[src/rtl/uart_rx_framer.sv]
// uart_rx_framer: sync-hunting CMD/LEN/payload/checksum framer with valid/ready hand-off; define UART_RX_FRAMER_STATS_EN for good/error counters
module uart_rx_framer #(
    parameter int MAX_PAYLOAD = 16,
    parameter int TIMEOUT_CLKS = 2170,
    parameter logic [7:0] SYNC_BYTE = 8'hA5,
    localparam int AW = $clog2(MAX_PAYLOAD),
    localparam int LW = $clog2(MAX_PAYLOAD + 1)
) (
    input  logic          i_Clock,
    input  logic          i_Rst,
    input  logic          i_RX_DV,
    input  logic [7:0]    i_RX_Byte,
    output logic          o_Pkt_Valid,
    input  logic          i_Pkt_Ready,
    output logic [7:0]    o_Pkt_Cmd,
    output logic [LW-1:0] o_Pkt_Len,
    input  logic [AW-1:0] i_Rd_Addr,
    output logic [7:0]    o_Rd_Data,
    output logic          o_Err_Checksum,
    output logic          o_Err_Length,
    output logic          o_Err_Timeout,
    output logic          o_Drop,
    output logic          o_Busy,
    output logic [15:0]   o_Good_Count,
    output logic [15:0]   o_Err_Count
);
    localparam int CW = $clog2(TIMEOUT_CLKS + 1);
    typedef enum logic [2:0] {HUNT, CMD, LEN, PAYLOAD, CHK, HOLD} state_t;
    state_t state, state_n;
    logic [7:0] sum, sum_n, sum_add, cmd_n;
    logic [LW-1:0] len_n, idx, idx_n, idx_inc;
    logic [CW-1:0] tcnt, tcnt_n;
    logic in_frame, tmo, wr_en, err_cs_n, err_len_n, err_to_n, drop_n;
    logic [7:0] mem [MAX_PAYLOAD];
    always_comb begin
        in_frame = state inside {CMD, LEN, PAYLOAD, CHK};
        tmo = in_frame && !i_RX_DV && tcnt == CW'(TIMEOUT_CLKS - 1);
        sum_add = sum + i_RX_Byte;
        idx_inc = idx + 1'b1;
        tcnt_n = (in_frame && !i_RX_DV) ? tcnt + 1'b1 : '0;
        state_n = state;
        sum_n = sum;
        cmd_n = o_Pkt_Cmd;
        len_n = o_Pkt_Len;
        idx_n = idx;
        wr_en = 1'b0;
        err_cs_n = 1'b0;
        err_len_n = 1'b0;
        err_to_n = 1'b0;
        drop_n = 1'b0;
        if (tmo) begin
            state_n = HUNT;
            err_to_n = 1'b1;
        end else if (i_RX_DV) begin
            case (state)
                HUNT: begin
                    state_n = i_RX_Byte == SYNC_BYTE ? CMD : HUNT;
                    sum_n = '0;
                end
                CMD: begin
                    cmd_n = i_RX_Byte;
                    sum_n = sum_add;
                    state_n = LEN;
                end
                LEN: begin
                    sum_n = sum_add;
                    err_len_n = i_RX_Byte > 8'(MAX_PAYLOAD);
                    len_n = err_len_n ? o_Pkt_Len : LW'(i_RX_Byte);
                    idx_n = '0;
                    state_n = err_len_n ? HUNT : (i_RX_Byte == 8'd0 ? CHK : PAYLOAD);
                end
                PAYLOAD: begin
                    wr_en = 1'b1;
                    sum_n = sum_add;
                    idx_n = idx_inc;
                    state_n = idx_inc == o_Pkt_Len ? CHK : PAYLOAD;
                end
                CHK: begin
                    err_cs_n = sum_add != 8'd0;
                    state_n = err_cs_n ? HUNT : HOLD;
                end
                default: drop_n = 1'b1;
            endcase
        end
        // acceptance overrides any byte seen in HOLD; that byte is still reported as dropped
        if (state == HOLD && i_Pkt_Ready) state_n = HUNT;
    end
    always_ff @(posedge i_Clock) begin
        if (i_Rst) begin
            state <= HUNT;
            sum <= '0;
            idx <= '0;
            tcnt <= '0;
            o_Pkt_Cmd <= '0;
            o_Pkt_Len <= '0;
            o_Pkt_Valid <= 1'b0;
            o_Busy <= 1'b0;
            o_Err_Checksum <= 1'b0;
            o_Err_Length <= 1'b0;
            o_Err_Timeout <= 1'b0;
            o_Drop <= 1'b0;
        end else begin
            state <= state_n;
            sum <= sum_n;
            idx <= idx_n;
            tcnt <= tcnt_n;
            o_Pkt_Cmd <= cmd_n;
            o_Pkt_Len <= len_n;
            o_Pkt_Valid <= state_n == HOLD;
            o_Busy <= state_n != HUNT;
            o_Err_Checksum <= err_cs_n;
            o_Err_Length <= err_len_n;
            o_Err_Timeout <= err_to_n;
            o_Drop <= drop_n;
        end
    end
    always_ff @(posedge i_Clock) begin
        if (wr_en) mem[idx[AW-1:0]] <= i_RX_Byte;
    end
    always_ff @(posedge i_Clock) begin
        if (i_Rst) o_Rd_Data <= '0;
        else o_Rd_Data <= mem[i_Rd_Addr];
    end
`ifdef UART_RX_FRAMER_STATS_EN
    always_ff @(posedge i_Clock) begin
        if (i_Rst) begin
            o_Good_Count <= '0;
            o_Err_Count <= '0;
        end else begin
            if (state_n == HOLD && state != HOLD && o_Good_Count != 16'hFFFF) o_Good_Count <= o_Good_Count + 16'd1;
            if ((err_cs_n || err_len_n || err_to_n) && o_Err_Count != 16'hFFFF) o_Err_Count <= o_Err_Count + 16'd1;
        end
    end
`else
    assign o_Good_Count = '0;
    assign o_Err_Count = '0;
`endif
endmodule

[config.mk]
export PLATFORM = sky130hd
export DESIGN_NAME = uart_rx_framer
export DESIGN_NICKNAME = d
export VERILOG_FILES = /design/src/rtl/uart_rx_framer.sv
export SDC_FILE = /design/constraint.sdc
export NUM_CORES = 1
export LEC_CHECK = 0
export CAP_MARGIN = 20
export CORE_UTILIZATION = 55
export CTS_BUF_LIST = sky130_fd_sc_hd__clkbuf_2
export DETAILED_ROUTE_END_ITERATION = 16
export PLACE_DENSITY_LB_ADDON = 0.2
export SLEW_MARGIN = 10
export SYNTH_ARGS = -nofsm -noshare
export SYNTH_HDL_FRONTEND = slang
export SYNTH_SLANG_ARGS = --single-unit
[constraint.sdc]
create_clock -name i_Clock -period 3.96 [get_ports i_Clock]
set_input_delay 0.792 -clock i_Clock [delete_from_list [all_inputs] [get_ports i_Clock]]
set_output_delay 0.792 -clock i_Clock [all_outputs]
set_load 0.01 [all_outputs]
==> results of run 1 <==
## power by group through the flow
| stage | clock network, mW | logic (mW) | registers (mW) |
|---|---|---|---|
| 2_1_floorplan | 0 | 0.131 | 2.10 |
| 3_3_place_gp | 0 | 0.194 | 2.10 |
| 3_5_place_dp | 0 | 0.197 | 2.10 |
| 4_1_cts | 1.01 | 0.197 | 2.06 |
| 5_1_grt | 1.07 | 0.212 | 2.06 |
| 6_report | 0.982 | 0.195 | 2.06 |
## worst max-delay path by stage
stage                  endpoint         start  slack [ns]  cells after the start
global placement    o_Pkt_Valid  i_RX_Byte[0]        0.40                     11
detailed placement  o_Pkt_Valid  i_RX_Byte[0]        0.34                     11
CTS                 o_Pkt_Valid  i_RX_Byte[0]        1.18                     11
finish              o_Pkt_Valid  i_RX_Byte[0]        1.10                     11
global route        o_Pkt_Valid  i_RX_Byte[1]        1.01                     11
floorplan           o_Pkt_Valid  i_RX_Byte[0]        0.94                      9
## cell families after synthesis
group,synth area share (%)
multiplexers,12.2
AND/OR/NAND/NOR,9.43
XOR/XNOR,2.81
buffers and inverters,4.81
adder cells (fa/ha/maj),2.35
other,0.0482
AO/OA/AOI/OAI,4.75
flip-flops,63.6
## metal layers
metal  GRT usage (%)  vias to the layer above  part of all wire [%]
li1                -                     2085                     -
met1            32.5                     2309                    42
met2            38.7                      162                    50
met3            4.79                       25                   5.8
met4            10.4                        0                   2.5
met5               0                        -                     0
## flip-flops by register name, indices dropped and copies added, names as in the netlist
name / cells
idx: 5
mem: 128
o_Pkt_Cmd: 8
o_Err_Timeout: 1
state: 3
o_Pkt_Valid: 1
o_Drop: 1
sum: 8
o_Busy: 1
tcnt: 12
o_Rd_Data: 8
o_Err_Checksum: 1
o_Pkt_Len: 5
o_Err_Length: 1
## synthesized netlist by cell type (all sizes together) (2+ instances only)
cell	number
a2111oi	2
a211oi	3
a21oi	20
a22oi	8
a31oi	3
buf	39
clkbuf	16
dfxtp	55
edfxtp	128
ha	13
inv	9
mux2i	4
mux4	40
nand2	36
nand2b	5
nand3	9
nand3b	2
nand4	3
nor2	61
nor2b	10
nor3	8
nor4	5
o21ai	8
o21bai	2
or2	3
or3	4
or4	3
xnor2	14
xor2	11
## worst max-delay path: stages
cell and delay [ns]:
clkdlybuf4s50_1 0.45, ha_1 0.25, fa_1 0.41, a211oi_1 0.31
nor2_1 0.11, xor2_1 0.16, or3_1 0.36, nor4_1 0.19
buf_4 0.18, a31oi_1 0.12, a211oi_2 0.22
## final cells by class
type | instances | area share (%)
inverters | 9 | 0.390
repair buffers | 71 | 7.31
multi-input cells | 324 | 29.7
clock inverters | 13 | 1.76
well taps | 180 | 2.60
flip-flops and latches | 183 | 57.1
clock buffers | 19 | 1.10
## placed cells by master (no fill, tap or decap), types with 4 or more instances in the layout
| master | count |
|---|---|
| dfxtp_1 | 55 |
| clkdlybuf4s50_1 | 41 |
| edfxtp_1 | 128 |
| conb_1 | 32 |
| nand2b_1 | 5 |
| a22oi_1 | 8 |
| nor2b_1 | 10 |
| clkbuf_2 | 19 |
| nor4_1 | 5 |
| inv_1 | 10 |
| nor3_1 | 8 |
| xor2_1 | 11 |
| mux4_2 | 40 |
| a21oi_1 | 20 |
| buf_4 | 29 |
| mux2i_1 | 4 |
| nand3_1 | 9 |
| nor2_1 | 61 |
| o21ai_0 | 8 |
| ha_1 | 13 |
| xnor2_1 | 14 |
| nand2_1 | 35 |
==> flow_summary.json, run 1 <==
{
  "insertion_delay_ns": 0.76,
  "critPathRequiredTime_ns": 4.66,
  "place_inst": 767,
  "cts.sinks": 183,
  "dieArea_um2": 14600,
  "cts_resized": 0,
  "syn_inst": 540,
  "critical_path_arrival_ns": 3.56,
  "num_rows": 43,
  "instances_no_fill": 799,
  "netlist.area_leader.share_pct": 49.4,
  "clkPwrFrac_pct": 30.4,
  "place_ws_ns": 0.344,
  "clock_skew_ns": 0.0298,
  "hold_depth": 2,
  "ys_seq_area_share_pct": 63.6,
  "grt_pass1_wl_mm": 25.2,
  "htree_levels": 4,
  "fin_crit_ns": 2.86,
  "r2r_end": "o_Pkt_Valid",
  "max_slew.worst_pin.slew_ns": 0.687,
  "design_area_um2": 8660,
  "p_switching_uw": 737,
  "rrSetupSlack_ns": 1.29,
  "drc_errors": 0,
  "drtIter0Drc": 476,
  "cts_hold_buf": 0,
  "totalWireLength_mm": 16.3,
  "power_density_nw_per_um2": 373,
  "start_util_pct": 56.3,
  "p_leak_nw": 2.98,
  "grt_pass1_vias": 4464,
  "rsz0062_at_grt": "no",
  "cts_buffers": 17,
  "r2r_cells": 10,
  "synthToLayoutAreaGrowth_pct": 11.3,
  "synth_edf_count": 128,
  "cts.path.max_buffers": 2,
  "grt_start_max_net_pins": 33,
  "vias": 4581,
  "p_seq_share_pct": 63.6,
  "hold_start": "o_Pkt_Cmd[0]",
  "crit_fanout": 4,
  "clock.fmax_ghz": 0.350,
  "seqCellArea_um2": 4940,
  "fillCellCount": 1032,
  "die_x_um": 121,
  "ant_nets": 0,
  "antenna_cells": 0,
  "wire_per_inst_um": 20.4,
  "final.setup.tns_ns": 0,
  "whs_ns": 0.485,
  "intPower_mw": 2.50,
  "die_h_um": 121,
  "design.core.area_um2": 13800,
  "final_hold_viol_count": 0,
  "path_clk_slew_ns": 0.24,
  "ys_ff_latch": 183,
  "post-route-period-util_pct": 72.2,
  "floorplan.io_pins": 75,
  "multi_input_area_um2": 2580,
  "placed_cell_area_um2": 8410,
  "ys.flop_type": "edfxtp_1",
  "min_to": "o_Pkt_Cmd[0]",
  "min_path_type": "flip-flop to flip-flop",
  "synthArstFlopShare_pct": 0,
  "switching_share_pct": 22.8,
  "dp_hpwl_mm": 10.8,
  "vdd_drop_max_v": 0.000163,
  "finalSetupViolCount": 0,
  "synth.distinct_cells": 53,
  "port_buffers": 42,
  "antenna_found_initial": 0,
  "syn-cell-area_um2": 7780,
  "cts_setup_buffers": 0,
  "worst_setup_path_end_kind": "flip-flop",
  "drive_gt1_share_pct": 17.8,
  "utilization_pct": 62.6,
  "vias_per_cell": 5.73,
  "pwr-share-comb_pct": 6.0,
  "cts_root_buf": "clkbuf_2",
  "drv_slew": 0,
  "cap_violations": 0,
  "status": "complete, no violations",
  "grt_use_total_pct": 24.2,
  "firstDrtPassIters": 6,
  "synth_top_area_cell": "edfxtp_1",
  "syn_avg_cell_area_um2": 14.4,
  "finalNetCount": 636,
  "gp_congestion": 0.877,
  "critPathLaunchType": "input pin",
  "ys_top_cells_by_area": "edfxtp_1, dfxtp_1, mux4_2",
  "grt_overflow": 0,
  "worstReg2RegStart": "sum[0]",
  "cts_tree": "done",
  "setup_ws_ns": 1.10,
  "slew_headroom_pct": 54.1,
  "synth_warnings": 0,
  "path_class": "input pin to flip-flop",
  "power.total_mw": 3.23
}
(Power assumes the default switching activity.)
==> run 2, diff against run 1 <==
clock period = 2.73 ns   (was 3.96 ns; I/O delays follow)
==> flow_summary.json, run 2 (synthesis gave the netlist of run 1 again) <==
{
  "status": "complete, no violations",
  "cts_root_buf": "clkbuf_2",
  "p_leak_nw": 3.11,
  "finalNetCount": 662,
  "port_buffers": 42,
  "max_slew.worst_pin.slew_ns": 0.611,
  "power_density_nw_per_um2": 531,
  "clock.fmax_ghz": 0.383,
  "antenna_cells": 0,
  "seqCellArea_um2": 4950,
  "place_inst": 793,
  "totalWireLength_mm": 16.3,
  "ant_nets": 0,
  "drtIter0Drc": 439,
  "slew_headroom_pct": 59.1,
  "vias_per_cell": 5.66,
  "crit_start": "sum[0]",
  "insertion_delay_ns": 0.72,
  "worst_setup_path_end_kind": "flip-flop",
  "cts_setup_buffers": 0,
  "die_h_um": 121,
  "dieArea_um2": 14600,
  "clock_skew_ns": 0.0342,
  "finalSetupViolCount": 0,
  "whs_ns": 0.470,
  "cts.path.max_buffers": 2,
  "firstDrtPassIters": 5,
  "cap_violations": 0,
  "drc_errors": 0,
  "synthToLayoutAreaGrowth_pct": 14.8,
  "min_path_type": "flip-flop to flip-flop",
  "grt_pass1_vias": 4624,
  "path_clk_slew_ns": 0.24,
  "cts_resized": 0,
  "design.core.area_um2": 13800,
  "vdd_drop_max_v": 0.000320,
  "hold_start": "o_Pkt_Cmd[6]",
  "worstReg2RegStart": "sum[0]",
  "grt_use_total_pct": 24.0,
  "path_class": "flip-flop to flip-flop",
  "start_util_pct": 56.3,
  "setup_ws_ns": 0.122,
  "gp_congestion": 0.826,
  "cts_hold_buf": 0,
  "critPathRequiredTime_ns": 3.37,
  "dp_hpwl_mm": 11.0,
  "wire_per_inst_um": 19.8,
  "post-route-period-util_pct": 95.5,
  "design_area_um2": 8930,
  "drive_gt1_share_pct": 22.0,
  "placed_cell_area_um2": 8650,
  "layout_common_cells": "edfxtp_1, nor2_1, dfxtp_1",
  "floorplan.io_pins": 75,
  "cts.sinks": 183,
  "layout_commonest_cell": "edfxtp_1",
  "die_x_um": 121,
  "htree_levels": 4,
  "place_ws_ns": -0.565,
  "fillCellCount": 1020,
  "antenna_found_initial": 0,
  "largest_reg_flops": 128,
  "grt_start_max_net_pins": 33,
  "instances_no_fill": 825,
  "crit_fanout": 4,
  "fin_crit_ns": 2.61,
  "multi_input_area_um2": 2600,
  "cts_buffers": 17,
  "critPathLaunchType": "flip-flop",
  "utilization_pct": 64.6,
  "vias": 4671,
  "grt_overflow": 0,
  "cts_tree": "done",
  "grt_pass1_wl_mm": 25.4,
  "num_rows": 43,
  "drv_slew": 0,
  "critical_path_arrival_ns": 3.25,
  "final_hold_viol_count": 0
}
==> run 2: changes by cell type in the layout (fill, tap and decap cells not counted), moves of 2 or more <==
cell,change
clkbuf_2,-2
buf_12,+3
buf_4,+23
clkinv_2,+2
clkinvlp_4,+2
inv_4,-3
inv_8,+2
==> run 2: per-layer routing <==
metal	wire (um)	GRT usage, %	up-vias
met1	6730	31.1	2331
met3	1070	5.69	29
met2	8120	39.4	173
met5	0	0	-
li1	-	-	2138
met4	383	9.03	0
==> run 2: critical path: stages (launching register included) <==
cell and delay, ns:
dfxtp_2 0.38, ha_2 0.18, fa_2 0.38, xor2_1 0.18
or3_1 0.31, or3_1 0.39, nor4_2 0.26, buf_4 0.18
nand2_1 0.07, a211oi_2 0.22
==> run 2: report_power, final <==
group	internal [mW]	total, mW	switching (mW)
Clock	0.519	1.45	0.928
Sequential	2.98	2.98	0.00538
Combinational	0.144	0.318	0.173
Total	3.64	4.75	1.11
==> run 2: area by class of cell <==
cell class	instances	area share (%)
Clock inverter	15	1.99
Sequential cell	183	55.4
Multi-Input combinational cell	324	29.1
Clock buffer	17	0.953
Tap cell	180	2.52
Timing Repair Buffer	97	9.69
Inverter	9	0.378
==> run 2: through the flow <==
step                      total power, mW  setup TNS, ns
final                                4.75              0
after floorplan                      3.23              0
after detailed placement             3.36          -2.33
after CTS                            4.78              0
after global routing                 4.90       -0.00206
after global placement               3.35          -2.19
==> run 2: path summary, 6_finish.rpt <==
| kind | end | slack [ns] | cells past startpoint |
|---|---|---|---|
| worst min-delay path | o_Pkt_Cmd[6] | 0.47 | 2 |
| worst max-delay path | o_Pkt_Valid | 0.12 | 9 |
| worst max register to register | o_Pkt_Valid | 0.12 | 9 |
| worst min register to register | o_Pkt_Cmd[6] | 0.47 | 2 |
